`src/rtl/iob_axistream_out_rdctrl.sv`:
```
// Read-side sequencer for the 9-bit AXI-stream output FIFO.
// Drains FIFO entries {tdata[7:0], tlast} at up to one byte per cycle and
// packs them into DATA_W-wide words, lane 0 first. A word is closed by
// tlast, by filling every lane, or by an explicit flush of a partial word.
// The word is then offered on a valid/ready handshake, and a frame counter
// counts accepted words that carry tlast.
module iob_axistream_out_rdctrl #(
   parameter int DATA_W      = 32,
   parameter int NB_W        = $clog2(DATA_W / 8) + 1,
   parameter int FRAME_CNT_W = 16
) (
   input  logic                   clk,
   input  logic                   arst,
   input  logic                   en,
   input  logic                   clr,
   input  logic                   flush,
   output logic                   fifo_r_en,
   input  logic [8:0]             fifo_r_data,
   input  logic                   fifo_empty,
   output logic                   word_valid,
   input  logic                   word_ready,
   output logic [DATA_W-1:0]      word_data,
   output logic [NB_W-1:0]        word_nbytes,
   output logic                   word_last,
   output logic [FRAME_CNT_W-1:0] frame_cnt
);

   localparam int NBYTES = DATA_W / 8;

   typedef enum logic [1:0] {
      ST_IDLE  = 2'd0,  // no read outstanding, may hold a partial word
      ST_WAIT  = 2'd1,  // FIFO data for last cycle's read is on fifo_r_data
      ST_VALID = 2'd2   // closed word offered to the consumer
   } state_t;

   state_t          state;
   logic [NB_W-1:0] byte_cnt;
   logic [NB_W-1:0] byte_cnt_inc;
   logic            word_close;
   logic            can_read;

   // Byte count doubles as the number of valid lanes in the offered word.
   assign word_nbytes = byte_cnt;

   // Read strobe: decided from state and live inputs so back-to-back reads
   // reach one byte per cycle; clr blocks any read in its cycle.
   // NOTE: every always_comb output gets a default first so no path leaves it unassigned (no latch).
   always_comb begin
      byte_cnt_inc = byte_cnt + NB_W'(1);
      word_close   = fifo_r_data[0] | (byte_cnt_inc == NB_W'(NBYTES));
      can_read     = en & ~fifo_empty & ~clr;
      fifo_r_en    = 1'b0;
      case (state)
         ST_IDLE: fifo_r_en = can_read;
         ST_WAIT: fifo_r_en = can_read & ~word_close;
         default: fifo_r_en = 1'b0;
      endcase
   end

   // Sequencer FSM with registered word outputs and frame counter.
   // NOTE: state registers use non-blocking assignments so every flop samples pre-edge values.
   always_ff @(posedge clk or posedge arst) begin
      if (arst) begin
         state      <= ST_IDLE;
         byte_cnt   <= '0;
         word_valid <= 1'b0;
         word_data  <= '0;
         word_last  <= 1'b0;
         frame_cnt  <= '0;
      end else if (clr) begin
         // A byte arriving in WAIT this cycle was already popped and is dropped.
         state      <= ST_IDLE;
         byte_cnt   <= '0;
         word_valid <= 1'b0;
         word_data  <= '0;
         word_last  <= 1'b0;
         frame_cnt  <= '0;
      end else begin
         case (state)
            ST_IDLE: begin
               if (fifo_r_en) begin
                  state <= ST_WAIT;
               end else if (flush && (byte_cnt != '0)) begin
                  state      <= ST_VALID;
                  word_valid <= 1'b1;
               end
            end

            ST_WAIT: begin
               // Flush is ignored here; the in-flight byte always lands.
               for (int i = 0; i < NBYTES; i++) begin
                  if (byte_cnt == NB_W'(i)) begin
                     word_data[i*8 +: 8] <= fifo_r_data[8:1];
                  end
               end
               byte_cnt <= byte_cnt_inc;
               if (fifo_r_data[0]) begin
                  word_last <= 1'b1;
               end
               if (word_close) begin
                  state      <= ST_VALID;
                  word_valid <= 1'b1;
               end else if (!fifo_r_en) begin
                  state <= ST_IDLE;
               end
            end

            ST_VALID: begin
               // Clearing on accept keeps unused lanes of the next word at zero.
               if (word_ready) begin
                  if (word_last) begin
                     frame_cnt <= frame_cnt + FRAME_CNT_W'(1);
                  end
                  state      <= ST_IDLE;
                  byte_cnt   <= '0;
                  word_valid <= 1'b0;
                  word_data  <= '0;
                  word_last  <= 1'b0;
               end
            end

            default: begin
               state      <= ST_IDLE;
               byte_cnt   <= '0;
               word_valid <= 1'b0;
               word_data  <= '0;
               word_last  <= 1'b0;
            end
         endcase
      end
   end

endmodule

```
`config.mk`:
```
export PLATFORM = sky130hd
export DESIGN_NAME = iob_axistream_out_rdctrl
export DESIGN_NICKNAME = d
export VERILOG_FILES = /design/src/rtl/iob_axistream_out_rdctrl.sv
export SDC_FILE = /design/constraint.sdc
export NUM_CORES = 1
export LEC_CHECK = 0
export ABC_AREA = 1
export CAP_MARGIN = 20
export CORE_UTILIZATION = 30
export CTS_BUF_LIST = sky130_fd_sc_hd__clkbuf_4
export DETAILED_ROUTE_END_ITERATION = 8
export GPL_TIMING_DRIVEN = 0
export PLACE_DENSITY = 0.56
export SLEW_MARGIN = 20
export SYNTH_ARGS = -nofsm -noshare
export SYNTH_HDL_FRONTEND = slang
export SYNTH_SLANG_ARGS = --single-unit
export TNS_END_PERCENT = 20
```
`constraint.sdc`:
```
create_clock -name clk -period 2 [get_ports clk]
set_clock_uncertainty 0.2 [all_clocks]
set_input_delay 0.2 -clock clk [delete_from_list [all_inputs] [get_ports clk]]
set_output_delay 0.2 -clock clk [all_outputs]
set_load 0.01 [all_outputs]
```
==> results.txt, run 1 <==
Area grow syn2layout -> 35.0%
Final core occ -> 42.0%
Asr flop ratio synth -> 100%
Final Power -> 2.05 mW
Mapped Cells -> 334
CORE AREA -> 8760 um2
Iter 0 DRT Violations -> 87
Nets -> 437
Peak supply drop -> 0.218 mV
Worst reg2reg path depth -> 9
Final hold slack -> 0.0111 ns
Critical-path maximum fanout -> 3
Reg2reg end -> word_data[7]$_DFFE_PP0P_
Fin crit share -> 97.4%
Ys Warns -> 0
Netlist cell types -> 25
Max_cap viols -> 0
Setup Crit Path Kind -> reg2out
GRT Total Usage -> 15.2%
I/O Pins -> 70
DR pass1 iterations -> 4
Delay of the slowest critical-path stage -> 0.47 ns
Clk_lat worst skew -> 0.37 ns
Total CTS buffers -> 5
Worst Setup SP -> word_nbytes[1]$_DFFE_PP0P_
Sequential element share of the synthesized area -> 50.4%
Final min period -> 1.95 ns
CTS Buffer Depth -> 2
Worst Max-Slew Pin Slew -> 0.702 ns
Fill count -> 892
Area contributors post-synth -> dfrtp_1 (50%), nand2_1 (17%), inv_1 (5.2%)
Final hold vios -> 0
Root Driver -> clkbuf_4
Headroom to the max-slew limit -> 53.2%
Final ANT Viol Nets -> 0
Yosys top cell area share -> 50.4%
Static leakage -> 1.76 nW
Global route total overflow -> 0
Final setup fails -> 0
Final slew viol count -> 0
DP HPWL -> 4930 um
Global-route wire length before repair -> 11,700 um
Mean Syn Cell Area -> 8.17 um2
Layout cell share with drive strength beyond 1 -> 10.1%
Routability cong. -> 0.805
Worst path slowest cell -> clkdlybuf4s50_1
Critical path required time -> 1.60 ns
Hold Crit Start -> clr
Diode count -> 0
CP Data Arrival Time -> 1.55 ns
Core Rows -> 34
Design Area, Final -> 3680 um2
Startpoint Class -> register
CTS tree -> yes
Mapped Nets -> 356
Status -> complete, no violations
Die Ht -> 97.4 um
Power density cells -> 557 nW/um2
Min-delay worst type -> in2reg
Reg2reg setup slack -> 0.17 ns
CTS clk-pin slew, worst paths -> 0.17 ns
Initial Util -> 31.2%
Min setup slack post-route -> 0.0512 ns
Place WS -> -0.293 ns
Largest area contributor in the netlist -> dfrtp_1
WL per Instance -> 13.0 um
Dpl cell area -> 3560 um2
Die area -> 9490 um2
Ys flop type -> dfrtp_1
R2R Path Start -> word_nbytes[1]$_DFFE_PP0P_
Critical path endpoint category -> output pin
Antenna violations before repair -> 0
Vias -> 2,420
EDFF count, synth -> 0
Vias in the first global route -> 2,443
Hold buffers post-CTS -> 0
Via density per instance -> 4.62
Critical-path cell list -> buf_4 > buf_4 > clkdlybuf4s50_1
TritonCTS Sinks -> 55
Clock H-tree levels -> 2
Residual DRC -> 0
Synthesized flop and latch total -> 55
Number of port buffers -> 69
Pin count of the biggest net entering global routing -> 56
Hold Crit Depth -> 2
Worst hold endpoint -> frame_cnt[3]$_DFFE_PP0P_
Fmax -> 0.513 GHz
Post-Syn Area -> 2730 um2
Post-Route WL -> 6820 um
Most common cell on crit path -> buf_4
Die X -> 97.4 um
-- report_power, final --
part	switching, mW	leakage (nW)	internal (mW)	total (mW)
logic	0.230	0.971	0.142	0.372
registers	0.0193	0.764	1.14	1.16
clock network	0.381	0.0278	0.142	0.523
-- placed cells by master (no fill, tap or decap) --
| master | instances |
|---|---|
| inv_4 | 1 |
| nand4_1 | 8 |
| o22ai_1 | 1 |
| ha_4 | 1 |
| nand3_4 | 2 |
| nand2_8 | 1 |
| nor3_1 | 4 |
| a21oi_4 | 1 |
| nand3_1 | 15 |
| buf_6 | 3 |
| nor2_8 | 2 |
| inv_6 | 2 |
| ha_2 | 1 |
| buf_2 | 3 |
| clkinvlp_4 | 2 |
| nand2_1 | 122 |
| dlymetal6s2s_1 | 1 |
| nor2_1 | 28 |
| nor2_4 | 4 |
| nand2_2 | 2 |
| o21ai_0 | 9 |
| a21oi_1 | 7 |
| clkinv_4 | 1 |
| nand3_2 | 1 |
| o21ai_1 | 16 |
| nand2_4 | 2 |
| inv_2 | 2 |
| clkdlybuf4s50_1 | 67 |
| ha_1 | 4 |
| clkbuf_4 | 5 |
| dfrtp_1 | 55 |
| inv_1 | 37 |
| buf_4 | 5 |
| nor2_2 | 1 |
-- what timing repair did --
| item | in CTS | in global routing |
|---|---|---|
| setup endpoints to repair | 1 | 1 |
| gates cloned | 0 | 0 |
| gates resized for setup | 6 | 6 |
| pin swaps | 1 | 1 |
| buffers inserted | 3 | 2 |
-- worst max path at each step --
stage	end	slack [ns]	cells past startpoint
after floorplan	frame_cnt[0]$_DFFE_PP0P_	0.26	1
after global placement	word_data[14]$_DFFE_PP0P_	-0.89	2
after detailed placement	fifo_r_en	-0.29	7
after CTS	fifo_r_en	0.02	6
after global routing	fifo_r_en	-0.005	6
final	word_nbytes[1]	0.05	3
-- logic make-up (layout without fill, tap and decap cells) --
| group | count (synthesis) | in the layout | synth area share, % |
|---|---|---|---|
| and+or+nand+nor | 192 | 192 | 32.5 |
| AOI/OAI and AO/OA | 34 | 34 | 6.69 |
| adders and majority gates | 6 | 6 | 2.75 |
| buffers and inverters | 47 | 129 | 7.65 |
| DFF | 55 | 55 | 50.4 |
-- flip-flops by register name (all words and copies together) (netlist names) --
register / cells
frame_cnt: 16
state: 2
word_data: 32
word_last: 1
word_nbytes: 3
word_valid: 1
-- synth_stat cells, types with 2 or more instances --
master,instances
ha_1,6
nand3_1,16
inv_1,38
nand2_2,2
nor3_1,4
nand2_4,2
dfrtp_1,55
o21ai_1,16
nand3_4,2
nor2_4,3
nor2_1,29
o21ai_0,9
buf_2,2
nand4_1,8
nand2_1,122
inv_2,2
buf_6,3
nor2_8,2
a21oi_1,7
-- final cells by class --
class | count | area, um2 | area share (%)
Timing Repair Buffer | 74 | 726 | 19.7
Buffer | 5 | 43.8 | 1.19
Inverter | 42 | 170 | 4.62
Sequential cell | 55 | 1380 | 37.4
Multi-Input combinational cell | 232 | 1170 | 31.8
Clock buffer | 5 | 37.5 | 1.02
Clock inverter | 3 | 23.8 | 0.645
Tap cell | 108 | 135 | 3.67
-- stage by stage --
step,TNS [ns],instances
6_report,0,524
5_1_grt,-0.00497,524
4_1_cts,0,522
3_5_place_dp,-1.44,511
3_3_place_gp,-49.67,511
2_1_floorplan,0,334
-- metal layers --
layer	GRT usage (%)	vias to the layer above	wire, um
met5	0	-	0
met4	3.05	0	53
met3	4.46	5	439
met2	25.6	72	3200
met1	19.2	1135	3130
li1	-	1208	-
-- worst max-delay path: cells and delay by family, from the launching register on --
kind	cells	cell delay, ns
buf+inv	3	0.74
flops	1	0.43
Power figures use the tool's default switching activity.
==> run 2: changes to the inputs <==
--- a/config.mk
+++ b/config.mk
@@ -7,11 +7,13 @@
 export LEC_CHECK = 0
 export ABC_AREA = 1
 export CAP_MARGIN = 20
+export CELL_PAD_IN_SITES_DETAIL_PLACEMENT = 0
+export CELL_PAD_IN_SITES_GLOBAL_PLACEMENT = 1
 export CORE_UTILIZATION = 30
 export CTS_BUF_LIST = sky130_fd_sc_hd__clkbuf_4
 export DETAILED_ROUTE_END_ITERATION = 8
 export GPL_TIMING_DRIVEN = 0
-export PLACE_DENSITY = 0.56
+export PLACE_DENSITY = 0.72
 export SLEW_MARGIN = 20
 export SYNTH_ARGS = -nofsm -noshare
 export SYNTH_HDL_FRONTEND = slang
==> results.txt, run 2 (synthesis results as in run 1) <==
Root Driver -> clkbuf_4 (unchanged)
Fin crit share -> 96.5% (was 97.4%)
P_sw -> 615 uW (was 631 uW)
Antenna violations before repair -> 0 (unchanged)
Post-Route WL -> 6800 um (was 6820 um)
Power density cells -> 578 nW/um2 (was 557 nW/um2)
Die X -> 97.4 um (unchanged)
Share of power burned in registers -> 53.4% (was 56.4%)
Via density per instance -> 4.55 (was 4.62)
Max reg flops -> 32 (unchanged)
Vias -> 2,400 (was 2,420)
Final hold vios -> 0 (unchanged)
Final ANT Viol Nets -> 0 (unchanged)
Met2 wire length -> 3190 um (was 3200 um)
Most common cell after layout, fill and taps aside -> nand2_1 (unchanged)
Static leakage -> 1.79 nW (was 1.76 nW)
Pin count of the biggest net entering global routing -> 36 (was 56)
Nets -> 441 (was 437)
Residual DRC -> 0 (unchanged)
DR pass1 iterations -> 4 (unchanged)
Global-route wire length before repair -> 12,000 um (was 11,700 um)
DRT met1 WL -> 3170 um (was 3130 um)
Min-delay worst type -> in2reg (unchanged)
Setup Crit Path Kind -> reg2out (unchanged)
Routability cong. -> 0.774 (was 0.805)
Max layer used -> met4 (unchanged)
Total CTS buffers -> 5 (unchanged)
Clock H-tree levels -> 2 (unchanged)
CTS Buffer Depth -> 2 (unchanged)
Largest Register -> word_data (unchanged)
Delay of the slowest critical-path stage -> 0.46 ns (was 0.47 ns)
TritonCTS Sinks -> 55 (unchanged)
Initial Util -> 31.2% (unchanged)
Number of port buffers -> 69 (unchanged)
Critical path required time -> 1.60 ns (about the same)
Clk_lat worst skew -> 0.37 ns (about the same)
Comb power frac -> 17.4% (was 18.1%)
Layout cell share with drive strength beyond 1 -> 10.7% (was 10.1%)
Fmax -> 0.518 GHz (was 0.513 GHz)
CP Buf/Inv Count -> 1 (was 3)
DR WL met3 -> 418 um (was 439 um)
Worst Max-Slew Pin Slew -> 0.507 ns (was 0.702 ns)
Delay-heaviest family, CP -> flip-flops (was buffers and inverters)
Critical path endpoint category -> output pin (unchanged)
Core Rows -> 34 (unchanged)
I/O Pins -> 70 (unchanged)
Final hold slack -> 0.232 ns (was 0.0111 ns)
Final slew viol count -> 0 (unchanged)
Final min period -> 1.93 ns (was 1.95 ns)
Final Power -> 2.17 mW (was 2.05 mW)
Critical-path cell list -> ha_4 > ha_4 > nor2_4 > nand3_2 > nand2_1 > buf_2 (was buf_4 > buf_4 > clkdlybuf4s50_1)
GRT Total Usage -> 15.6% (was 15.2%)
Most common cell on crit path -> ha_4 (was buf_4)
Vias in the first global route -> 2,512 (was 2,443)
DP HPWL -> 4980 um (was 4930 um)
Int Pwr -> 1.55 mW (was 1.42 mW)
Startpoint Class -> register (unchanged)
Status -> complete, no violations (unchanged)
Die Ht -> 97.4 um (unchanged)
CP Data Arrival Time -> 1.53 ns (was 1.55 ns)
Die area -> 9490 um2 (unchanged)
CTS tree -> yes (unchanged)
CTS clk-pin slew, worst paths -> 0.16 ns (was 0.17 ns)
Global route total overflow -> 0 (unchanged)
Clock Power Share -> 29.2% (was 25.5%)
Switching power share of the total -> 28.4% (was 30.7%)
Max_cap viols -> 0 (unchanged)
Final setup fails -> 0 (unchanged)
Diode count -> 0 (unchanged)
RSZ-0062 raised after global routing -> yes
Worst path slowest cell -> dfrtp_2 (was clkdlybuf4s50_1)
Area grow syn2layout -> 37.5% (was 35.0%)
Iter 0 DRT Violations -> 86 (was 87)
WL per Instance -> 12.9 um (was 13.0 um)
Headroom to the max-slew limit -> 66.1% (was 53.2%)
Critical-path maximum fanout -> 2 (was 3)
CORE AREA -> 8760 um2 (unchanged)
Peak supply drop -> 0.285 mV (was 0.218 mV)
Most frequent cells in the layout -> nand2_1 (122), clkdlybuf4s50_1 (68), dfrtp_1 (54), inv_1 (37), nor2_1 (28) (was nand2_1 (122), clkdlybuf4s50_1 (67), dfrtp_1 (55), inv_1 (37), nor2_1 (28))
==> run 2: final cells by class <==
cell class	count	area, um2
Fill cell	902	5010
Clock inverter	3	42.5
Tap cell	108	135
Sequential cell	55	1380
Multi-Input combinational cell	232	1180
Clock buffer	5	37.5
Inverter	42	168
Timing Repair Buffer	78	768
Buffer	5	43.8
==> run 2: tightest hold or removal path, cell delays in order <==
cell and delay (ns):
clkdlybuf4s50_1 0.40, nand2_1 0.11, o21ai_1 0.08
==> run 2: worst paths after layout <==
kind | start | to | slack [ns] | depth (start not counted)
max | word_nbytes[0]$_DFFE_PP0P_ | fifo_r_en | 0.07 | 6
min | fifo_r_data[6] | word_data[21]$_DFFE_PP0P_ | 0.23 | 3
max reg2reg | word_nbytes[2]$_DFFE_PP0P_ | state[1]$_DFFE_PP0P_ | 0.22 | 9
min reg2reg | word_data[2]$_DFFE_PP0P_ | word_data[2]$_DFFE_PP0P_ | 0.29 | 2
max in group asynchronous | arst | word_nbytes[0]$_DFFE_PP0P_ | 0.65 | 4
min in group asynchronous | arst | frame_cnt[15]$_DFFE_PP0P_ | 0.45 | 3
==> run 2: metal layers <==
metal | vias to the layer above | track usage (%)
met2 | 58 | 26.2
li1 | 1210 | -
met4 | 0 | 2.71
met3 | 2 | 4.75
met5 | - | 0
met1 | 1130 | 19.9
==> run 2: power groups by stage <==
stage	Sequential, mW	Clock, mW	Combinational [mW]
final	1.16	0.634	0.377
after global routing	1.16	0.702	0.420
after CTS	1.16	0.673	0.384
after detailed placement	1.18	0	0.375
after global placement	1.18	0	0.367
after floorplan	1.18	0	0.223
==> run 2: metrics by stage <==
stage | TNS (ns) | area (um2) | util (%) | cells | setup slack [ns]
after detailed placement | -0.800 | 3580 | 40.8 | 512 | -0.274
after global placement | -52.04 | 3560 | 40.6 | 511 | -0.932
after floorplan | 0 | 2730 | - | 334 | 0.257
after CTS | 0 | 3740 | 42.6 | 527 | 0.00539
final | 0 | 3750 | 42.8 | 528 | 0.0691
after global routing | -0.0498 | 3750 | 42.8 | 528 | -0.0498
==> run 2: what timing repair did <==
action	in CTS	in global routing
pin swaps	2	0
hold buffers	1	0
endpoints found under the setup margin	1	1
hold endpoints to repair	20	0
buffers inserted	6	1
resized for setup	10	2
==> run 3: changes to the inputs <==
--- a/config.mk
+++ b/config.mk
@@ -9,6 +9,7 @@
 export CAP_MARGIN = 20
 export CELL_PAD_IN_SITES_DETAIL_PLACEMENT = 0
 export CELL_PAD_IN_SITES_GLOBAL_PLACEMENT = 1
+export CORE_ASPECT_RATIO = 0.9
 export CORE_UTILIZATION = 30
 export CTS_BUF_LIST = sky130_fd_sc_hd__clkbuf_4
 export DETAILED_ROUTE_END_ITERATION = 8
==> constraint.sdc (replaced) <==
create_clock -name clk -period 2 [get_ports clk]
set_clock_uncertainty 0.2 [all_clocks]
set_input_delay 0.2 -clock clk [delete_from_list [all_inputs] [get_ports clk]]
set_output_delay 0.2 -clock clk [all_outputs]
set_load 0.1 [all_outputs]
==> results.txt, run 3 (synthesis results as in run 1) <==
Layout cell share with drive strength beyond 1 -> 25.0% (was 10.7%)
Startpoint Class -> register (unchanged)
Min setup slack post-route -> -0.0606 ns (was 0.0691 ns)
Nets -> 437 (was 441)
Headroom to the max-slew limit -> 37.0% (was 66.1%)
Pin count of the biggest net entering global routing -> 56 (was 36)
Reg2reg setup slack -> 0.17 ns (was 0.22 ns)
Final ANT Viol Nets -> 0 (unchanged)
Power density cells -> 588 nW/um2 (was 578 nW/um2)
Min-delay worst type -> in2async (was in2reg)
Iter 0 DRT Violations -> 79 (was 86)
Setup Crit Path Kind -> reg2out (unchanged)
Die area -> 9490 um2 (about the same)
Most common cell after layout, fill and taps aside -> nand2_1 (unchanged)
Worst reg2reg path depth -> 9 (unchanged)
Diode count -> 0 (unchanged)
Reg2reg end -> word_data[6]$_DFFE_PP0P_ (was state[1]$_DFFE_PP0P_)
Vias in the first global route -> 2,300 (was 2,512)
Routability cong. -> 0.746 (was 0.774)
Static leakage -> 1.77 nW (was 1.79 nW)
Die Ht -> 92.5 um (was 97.4 um)
Via density per instance -> 4.52 (was 4.55)
DP HPWL -> 4990 um (was 4980 um)
RSZ-0062 raised after global routing -> yes (unchanged)
Critical-path maximum fanout -> 3 (was 2)
Total CTS buffers -> 5 (unchanged)
Max reg flops -> 32 (unchanged)
CTS tree -> yes (unchanged)
Global-route wire length before repair -> 11,000 um (was 12,000 um)
Clock H-tree levels -> 2 (unchanged)
Worst Max-Slew Pin Slew -> 0.949 ns (was 0.507 ns)
Peak supply drop -> 0.312 mV (was 0.285 mV)
CTS Buffer Depth -> 2 (unchanged)
Final core occ -> 43.8% (was 42.8%)
Residual DRC -> 0 (unchanged)
Die X -> 103 um (was 97.4 um)
R2R Path Start -> word_nbytes[0]$_DFFE_PP0P_ (was word_nbytes[2]$_DFFE_PP0P_)
WL per Instance -> 12.7 um (was 12.9 um)
Post-Route WL -> 6780 um (was 6800 um)
Final slew viol count -> 0 (unchanged)
Most frequent cells in the layout -> nand2_1 (121), clkdlybuf4s15_2 (51), dfrtp_1 (46), inv_1 (37), nor2_1 (28) (was nand2_1 (122), clkdlybuf4s50_1 (68), dfrtp_1 (54), inv_1 (37), nor2_1 (28))
Final setup fails -> 2 (was 0)
GRT Total Usage -> 15.2% (was 15.6%)
TritonCTS Sinks -> 55 (unchanged)
Number of port buffers -> 69 (unchanged)
Antenna violations before repair -> 0 (unchanged)
Clk_lat worst skew -> 0.39 ns (was 0.37 ns)
Final min period -> 2.06 ns (was 1.93 ns)
Failing checks -> setup timing
Largest Register -> word_data (unchanged)
Fmax -> 0.485 GHz (was 0.518 GHz)
CP Data Arrival Time -> 1.66 ns (was 1.53 ns)
Core Rows -> 32 (was 34)
Final hold slack -> 0.0422 ns (was 0.232 ns)
Max_cap viols -> 0 (unchanged)
Root Driver -> clkbuf_4 (unchanged)
I/O Pins -> 70 (unchanged)
Area grow syn2layout -> 39.4% (was 37.5%)
Hold buffers post-CTS -> 0 (was 1)
Final Power -> 2.24 mW (was 2.17 mW)
Status -> finished with violations (was complete, no violations)
Fill count -> 903 (was 902)
CORE AREA -> 8690 um2 (was 8760 um2)
Final hold vios -> 0 (unchanged)
Vias -> 2,416 (was 2,400)
Initial Util -> 31.4% (was 31.2%)
Critical path required time -> 1.60 ns (about the same)
Fin crit share -> 103% (was 96.5%)
DR pass1 iterations -> 4 (unchanged)
Global route total overflow -> 0 (unchanged)
Critical path endpoint category -> output pin (unchanged)
CTS clk-pin slew, worst paths -> 0.19 ns (was 0.16 ns)
## run 3: power by group
part	total [mW]	switching (mW)	internal (mW)
logic	0.521	0.382	0.139
clock network	0.558	0.403	0.155
registers	1.16	0.0187	1.14
## run 3: how the worst max path moves through the flow
stage / start / end / slack (ns) / cells past startpoint
final: word_nbytes[1]$_DFFE_PP0P_ / fifo_r_en / -0.06 / 6
after global routing: word_nbytes[1]$_DFFE_PP0P_ / fifo_r_en / -0.13 / 6
after CTS: word_nbytes[1]$_DFFE_PP0P_ / fifo_r_en / -0.12 / 6
after detailed placement: clr / fifo_r_en / -0.92 / 7
after global placement: arst / frame_cnt[3]$_DFFE_PP0P_ / -1.07 / 2
after floorplan: word_nbytes[0]$_DFFE_PP0P_ / fifo_r_en / -0.01 / 5
## run 3: metal layers
metal	wire, um	global-route usage [%]
met4	85	4.29
met3	409	4.45
met2	3080	23.7
met1	3210	20.3
met5	0	0
## run 3: layout make-up
class | instances | area, um2 | area share [%]
Tap cell | 119 | 149 | 3.91
Clock inverter | 3 | 33.8 | 0.888
Sequential cell | 55 | 1390 | 36.5
Timing Repair Buffer | 74 | 797 | 20.9
Clock buffer | 5 | 37.5 | 0.986
Buffer | 5 | 43.8 | 1.15
Inverter | 42 | 168 | 4.41
Multi-Input combinational cell | 232 | 1190 | 31.3
## run 3: critical path, cell delays in order (launching register included)
cell	delay, ns
dfrtp_2	0.47
ha_4	0.17
ha_4	0.16
nor2_4	0.11
nand3_2	0.11
nand2_4	0.10
buf_12	0.17
## run 3: per-stage QoR
| step | worst slack (ns) | area [um2] | cells | setup TNS, ns |
|---|---|---|---|---|
| after floorplan | -0.0102 | 2750 | 334 | -0.0102 |
| after global placement | -1.07 | 3590 | 522 | -52.00 |
| after detailed placement | -0.920 | 3590 | 522 | -1.28 |
| after CTS | -0.118 | 3760 | 532 | -0.175 |
| after global routing | -0.132 | 3810 | 535 | -0.218 |
| final | -0.0606 | 3810 | 535 | -0.109 |
## run 3: repair_timing
action | in CTS | in global routing
pin swaps | 1 | 3
gates resized for setup | 169 | 7
setup endpoints to repair | 54 | 2
setup buffers | 2 | 3
